<file path="config.mk">
export PLATFORM = sky130hd
export DESIGN_NAME = clip_distortion_pipe
export DESIGN_NICKNAME = d
export VERILOG_FILES = /design/src/rtl/clip_distortion_pipe.sv
export SDC_FILE = /design/constraint.sdc
export NUM_CORES = 2
export LEC_CHECK = 0
export CORE_AREA = 4 4 342 277
export CTS_CLUSTER_DIAMETER = 50
export DETAILED_ROUTE_END_ITERATION = 7
export DIE_AREA = 0 0 346 281
export PLACE_DENSITY = 0.68
export SLEW_MARGIN = 5
export SYNTH_ARGS = -nofsm -noshare
export SYNTH_HDL_FRONTEND = slang
export SYNTH_SLANG_ARGS = --single-unit
</file>
<file path="constraint.sdc">
create_clock -name CLOCK_50 -period 8.4 [get_ports CLOCK_50]
set_input_delay 0.84 -clock CLOCK_50 [delete_from_list [all_inputs] [get_ports CLOCK_50]]
set_output_delay 0.84 -clock CLOCK_50 [all_outputs]
set_load 0.05 [all_outputs]
</file>
<file path="src/rtl/clip_distortion_pipe.sv">
// Multichannel drive + clipping distortion stage: gain, symmetric clip, output register,
// valid/ready on both sides. Define SOFT_CLIP_EN to add a soft knee ahead of the hard clip.
module clip_distortion_pipe #(
  parameter int unsigned DATA_W      = 32,
  parameter int unsigned CH          = 2,
  parameter int unsigned GAIN_W      = 8,
  parameter int unsigned GAIN_FRAC   = 4,
  parameter int unsigned THR_DEFAULT = 1_000_000_000
) (
  input  logic                   CLOCK_50,
  input  logic                   resetn,
  input  logic                   enable,
  input  logic                   in_valid,
  output logic                   in_ready,
  input  logic [CH*DATA_W-1:0]   in_data,
  output logic                   out_valid,
  input  logic                   out_ready,
  output logic [CH*DATA_W-1:0]   out_data,
  input  logic                   cfg_load,
  input  logic [DATA_W-2:0]      cfg_threshold,
  input  logic [GAIN_W-1:0]      cfg_drive,
  input  logic                   clip_clr,
  output logic [15:0]            clip_cnt
);

  localparam int unsigned PROD_W = DATA_W + GAIN_W + 1;
  localparam int unsigned EXT_W  = DATA_W + 1;
  localparam logic [DATA_W-2:0] THR_RST = (DATA_W-1)'(THR_DEFAULT);
  localparam logic [GAIN_W-1:0] DRV_RST = GAIN_W'(1 << GAIN_FRAC);

  // Signed x * unsigned drive, arithmetic shift by GAIN_FRAC, saturate to DATA_W.
  function automatic logic [DATA_W-1:0] apply_gain(input logic [DATA_W-1:0] x,
                                                   input logic [GAIN_W-1:0] drv);
    logic signed [PROD_W-1:0] xs;
    logic signed [PROD_W-1:0] ds;
    logic signed [PROD_W-1:0] sh;
    logic [PROD_W-DATA_W:0]   top;
    xs  = {{(PROD_W-DATA_W){x[DATA_W-1]}}, x};
    ds  = {{(PROD_W-GAIN_W){1'b0}}, drv};
    sh  = (xs * ds) >>> GAIN_FRAC;
    top = sh[PROD_W-1:DATA_W-1];
    if (top == '0 || top == '1) begin
      return sh[DATA_W-1:0];
    end else if (sh[PROD_W-1]) begin
      return {1'b1, {(DATA_W-1){1'b0}}};
    end else begin
      return {1'b0, {(DATA_W-1){1'b1}}};
    end
  endfunction

  // Returns {clip_flag, y}; thr is an unsigned magnitude, so +/-thr always fits in DATA_W.
  function automatic logic [DATA_W:0] apply_clip(input logic [DATA_W-1:0] g,
                                                 input logic [DATA_W-2:0] thr);
`ifdef SOFT_CLIP_EN
    logic [EXT_W-1:0] thr_x;
    logic [EXT_W-1:0] mag;
    logic [EXT_W-1:0] knee;
    logic [EXT_W-1:0] bent;
    logic [EXT_W-1:0] res;
    thr_x = {2'b00, thr};
    mag   = g[DATA_W-1] ? (~{1'b1, g} + 1'b1) : {1'b0, g};
    knee  = thr_x - (thr_x >> 2);
    if (mag > knee) begin
      bent = knee + ((mag - knee) >> 1);
      if (bent > thr_x) begin
        bent = thr_x;
      end
      res = g[DATA_W-1] ? (~bent + 1'b1) : bent;
      return {1'b1, res[DATA_W-1:0]};
    end
    return {1'b0, g};
`else
    logic signed [EXT_W-1:0] gx;
    logic signed [EXT_W-1:0] tx;
    logic signed [EXT_W-1:0] nt;
    gx = {g[DATA_W-1], g};
    tx = {2'b00, thr};
    nt = -tx;
    if (gx > tx) begin
      return {1'b1, tx[DATA_W-1:0]};
    end else if (gx < nt) begin
      return {1'b1, nt[DATA_W-1:0]};
    end
    return {1'b0, g};
`endif
  endfunction

  logic              adv;
  logic              accept;
  logic              pend;
  logic [DATA_W-2:0] thr_act;
  logic [DATA_W-2:0] thr_sh;
  logic [DATA_W-2:0] thr_use;
  logic [GAIN_W-1:0] drv_act;
  logic [GAIN_W-1:0] drv_sh;
  logic [GAIN_W-1:0] drv_use;

  logic [DATA_W-1:0] gain_c  [CH];
  logic [DATA_W-1:0] s1_data [CH];
  logic [DATA_W-2:0] s1_thr;
  logic              s1_en;
  logic              s1_valid;

  logic [DATA_W:0]   clip_res [CH];
  logic [DATA_W-1:0] clip_c   [CH];
  logic [CH-1:0]     flag_c;
  logic [DATA_W-1:0] s2_data  [CH];
  logic [CH-1:0]     s2_flag;
  logic              s2_valid;
  logic              clip_any;

  assign adv      = out_ready | ~out_valid;
  assign in_ready = adv;
  assign accept   = in_valid & adv;

  // A pending shadow load applies to the next accepted set; otherwise the active values do.
  assign thr_use = pend ? thr_sh : thr_act;
  assign drv_use = pend ? drv_sh : drv_act;

  always_ff @(posedge CLOCK_50 or negedge resetn) begin : cfg_regs
    if (!resetn) begin
      thr_sh  <= THR_RST;
      drv_sh  <= DRV_RST;
      thr_act <= THR_RST;
      drv_act <= DRV_RST;
      pend    <= 1'b0;
    end else begin
      if (cfg_load) begin
        thr_sh <= cfg_threshold;
        drv_sh <= cfg_drive;
      end
      if (accept) begin
        thr_act <= thr_use;
        drv_act <= drv_use;
      end
      if (cfg_load) begin
        pend <= 1'b1;
      end else if (accept) begin
        pend <= 1'b0;
      end
    end
  end

  always_comb begin : gain_stage
    for (int c = 0; c < CH; c++) begin
      gain_c[c] = in_data[c*DATA_W +: DATA_W];
      if (enable) begin
        gain_c[c] = apply_gain(in_data[c*DATA_W +: DATA_W], drv_use);
      end
    end
  end

  always_comb begin : clip_stage
    flag_c = '0;
    for (int c = 0; c < CH; c++) begin
      clip_res[c] = apply_clip(s1_data[c], s1_thr);
      clip_c[c]   = s1_data[c];
      if (s1_en) begin
        clip_c[c] = clip_res[c][DATA_W-1:0];
        flag_c[c] = clip_res[c][DATA_W];
      end
    end
  end

  // Mode and threshold ride along with each set so in-flight data never sees later changes.
  always_ff @(posedge CLOCK_50 or negedge resetn) begin : pipe
    if (!resetn) begin
      s1_valid  <= 1'b0;
      s1_en     <= 1'b0;
      s1_thr    <= '0;
      s2_valid  <= 1'b0;
      s2_flag   <= '0;
      out_valid <= 1'b0;
      out_data  <= '0;
      clip_any  <= 1'b0;
      for (int c = 0; c < CH; c++) begin
        s1_data[c] <= '0;
        s2_data[c] <= '0;
      end
    end else if (adv) begin
      s1_valid  <= accept;
      s1_en     <= enable;
      s1_thr    <= thr_use;
      s2_valid  <= s1_valid;
      s2_flag   <= s1_valid ? flag_c : '0;
      out_valid <= s2_valid;
      clip_any  <= s2_valid & (|s2_flag);
      for (int c = 0; c < CH; c++) begin
        s1_data[c]                    <= gain_c[c];
        s2_data[c]                    <= clip_c[c];
        out_data[c*DATA_W +: DATA_W]  <= s2_data[c];
      end
    end
  end

  always_ff @(posedge CLOCK_50 or negedge resetn) begin : clip_counter
    if (!resetn) begin
      clip_cnt <= '0;
    end else if (clip_clr) begin
      clip_cnt <= '0;
    end else if (out_valid && out_ready && clip_any && clip_cnt != 16'hFFFF) begin
      clip_cnt <= clip_cnt + 16'd1;
    end
  end

endmodule

</file>
==> run summary <==
most area-hungry cell type in the Yosys netlist = fa_1
die height = 281 um
DIE AREA = 97200 um^2
Detailed Route WL = 102000 um
H-tree depth = 2
Layout Cells excl Fill = 5378
Post-Synthesis Cell Area = 36200 um^2
Synthesized Nets = 4874
Setup TNS = 0 ps
# clock sinks = 325
CTS root buffer = clkbuf_16
grt ovf = 0
layout cells sized above 1 = 0.0586
Core Box Area = 90900 um^2
Initial Util = 0.399
Cells after Synth = 4082
crit-path max FO = 32
RSZ-0062 raised after global routing = false
Synth Flop Type = dfrtp_1
crit end category = register
Gates resized, CTS repair = 0
cell breakdown of the critical path = mux2_2 -> buf_4 -> nand2_1 -> fa_1 -> inv_1 -> fa_1 -> fa_1 -> inv_1 -> fa_1 -> inv_1 -> ha_1 -> a21o_1 -> a21oi_1 -> o221ai_1 -> a311oi_1 -> o41ai_1 -> xor2_1 -> a21oi_1 -> nand4_1 -> a21oi_2 -> buf_4 -> a221oi_1
final worst slack = 901 ps
WP data required = 8830 ps
Seq/Total Area, Yosys = 0.225
die width = 346 um
Post-CTS Setup Inserts = 0
post-route DRC violation count = 0
most common cell in the netlist = nand2_1
Placer Congestion = 0.960
vias in the first global route = 28500
Hold Vio Cnt, Final = 0
Max stage delay on crit path = 820 ps
Final Skew = 27.9 ps
Max-Cap Viols = 0
Synth top cells by count = nand2_1, inv_1, fa_1, dfrtp_1, ha_1
Syn Area/Cell = 8.88 um^2
Tmin final = 7500 ps
Synth warnings = 0
top cells by area, synth = fa_1, dfrtp_1, ha_1, nand2_1, inv_1
Area growth syn-to-layout = 11.7%
Synth cell types = 87
placed cells = 5306
Yosys reg bits = 325
Via-to-Cell Ratio = 5.28
crit path buf inv count = 5
Post-CTS Hold Buffers = 0
Post-synth EDFFs = 0
initial antenna violation count = 6
clock buffer depth = 3
post-synth top area share = 0.219
largest net degree at the start of global routing = 235
Setup-failing EPs final = 0
clock latency on the worst-skew pair = 580 ps
Startpoint Class = register
wire length per cell = 19.0 um
final period utilization = 0.893
first-pass GRT wire length = 163000 um
ys async rst share = 1.00
Tot GR Track Use = 0.209
Cell Rows = 99
Least-Margin Pin Slew = 1160 ps
Hold Crit Class = input pin to async pin
DRT iter0 DRCs = 1843
Top delay family on crit path = adder cells
DP Worst Slack = 1040 ps
CP dominant cell by count = fa_1
Final Max Tran Viols = 0
crit path kind = register to register
vias post-DR = 28400
CTS tree = done
Final #Nets = 4926
Slew HR = 0.225
Critical-path top delay cell = mux2_2
I/O pins = 192
antenna viol nets, final = 0
crit path DAT = 7930 ps
Buffers on Ports = 191
status = completed
Reg clk slew, reported paths = 60 ps
DPL Wire Length = 79600 um
Num CTS Buffers = 38
First-pass DRT Iterations = 5
maximum clock frequency = 0.133 GHz
[area by class of cell]
type	count	area, um^2
well taps	1212	1520
inverters	583	2190
multi-input cells	2964	25100
fillers	8852	50400
clock inverters	18	251
clock buffers	52	1070
diodes	2	5.00
repair buffers	222	2190
flip-flops and latches	325	8170
[placed cells by master (no fill, tap or decap), types with 38 or more instances in the layout]
master	count
a21o_1	60
a21oi_1	128
and2_1	148
clkbuf_16	38
clkdlybuf4s50_1	188
dfrtp_1	296
fa_1	396
ha_1	286
inv_1	582
mux2_2	82
mux2i_1	66
nand2_1	640
nand4_1	38
nor2_1	153
nor2b_1	142
nor3_1	48
o211ai_1	54
o21ai_0	176
or3_1	53
xnor2_1	120
xor2_1	48
[metal layers]
metal | global-route usage | part of all wire | vias to the layer above
met5 | 0 | 0.00030 | -
met4 | 0.0470 | 0.022 | 6
met3 | 0.0498 | 0.076 | 132
met2 | 0.324 | 0.44 | 789
met1 | 0.299 | 0.46 | 14100
li1 | - | - | 13300
[flip-flops by register name, indices dropped and copies added (netlist names)]
signal and flops:
s1_thr 31, drv_sh 8, s2_flag 2, s2_valid 1, clip_any 1, out_data 64, out_valid 1, thr_sh 31
pend 1, s1_en 1, s1_valid 1, s2_data 64, s1_data 64, clip_cnt 16, thr_act 31, drv_act 8
[cell families after synthesis]
group | count (synthesis) | share of synthesized area
AND/OR/NAND/NOR | 1323 | 0.174
buffers and inverters | 793 | 0.0843
adder cells (fa/ha/maj) | 682 | 0.318
AO/OA/AOI/OAI | 640 | 0.113
flip-flops | 325 | 0.225
XOR/XNOR | 168 | 0.0406
multiplexers | 151 | 0.0447
[worst paths after layout]
path,start,endpoint,slack (ps),cells past startpoint
max,pend,s1_data[0],900,22
max reg2reg,pend,s1_data[0],900,22
min in group CLOCK_50,out_data[52],out_data[52],460,2
min reg2reg,out_data[52],out_data[52],460,2
min,resetn,out_data[44],290,1
max in group asynchronous,resetn,out_data[26],6670,2
[through the flow]
step | hold WS [ps] | utilization | instance area (um^2)
floorplan | 441 | - | 36200
global placement | 451 | 0.431 | 39100
detailed placement | 453 | 0.431 | 39100
CTS | 292 | 0.445 | 40500
global route | 328 | 0.445 | 40500
finish | 287 | 0.445 | 40500
Power is not shown: default switching activity piles up to over one toggle a cycle in this logic, so the estimate is an artifact.
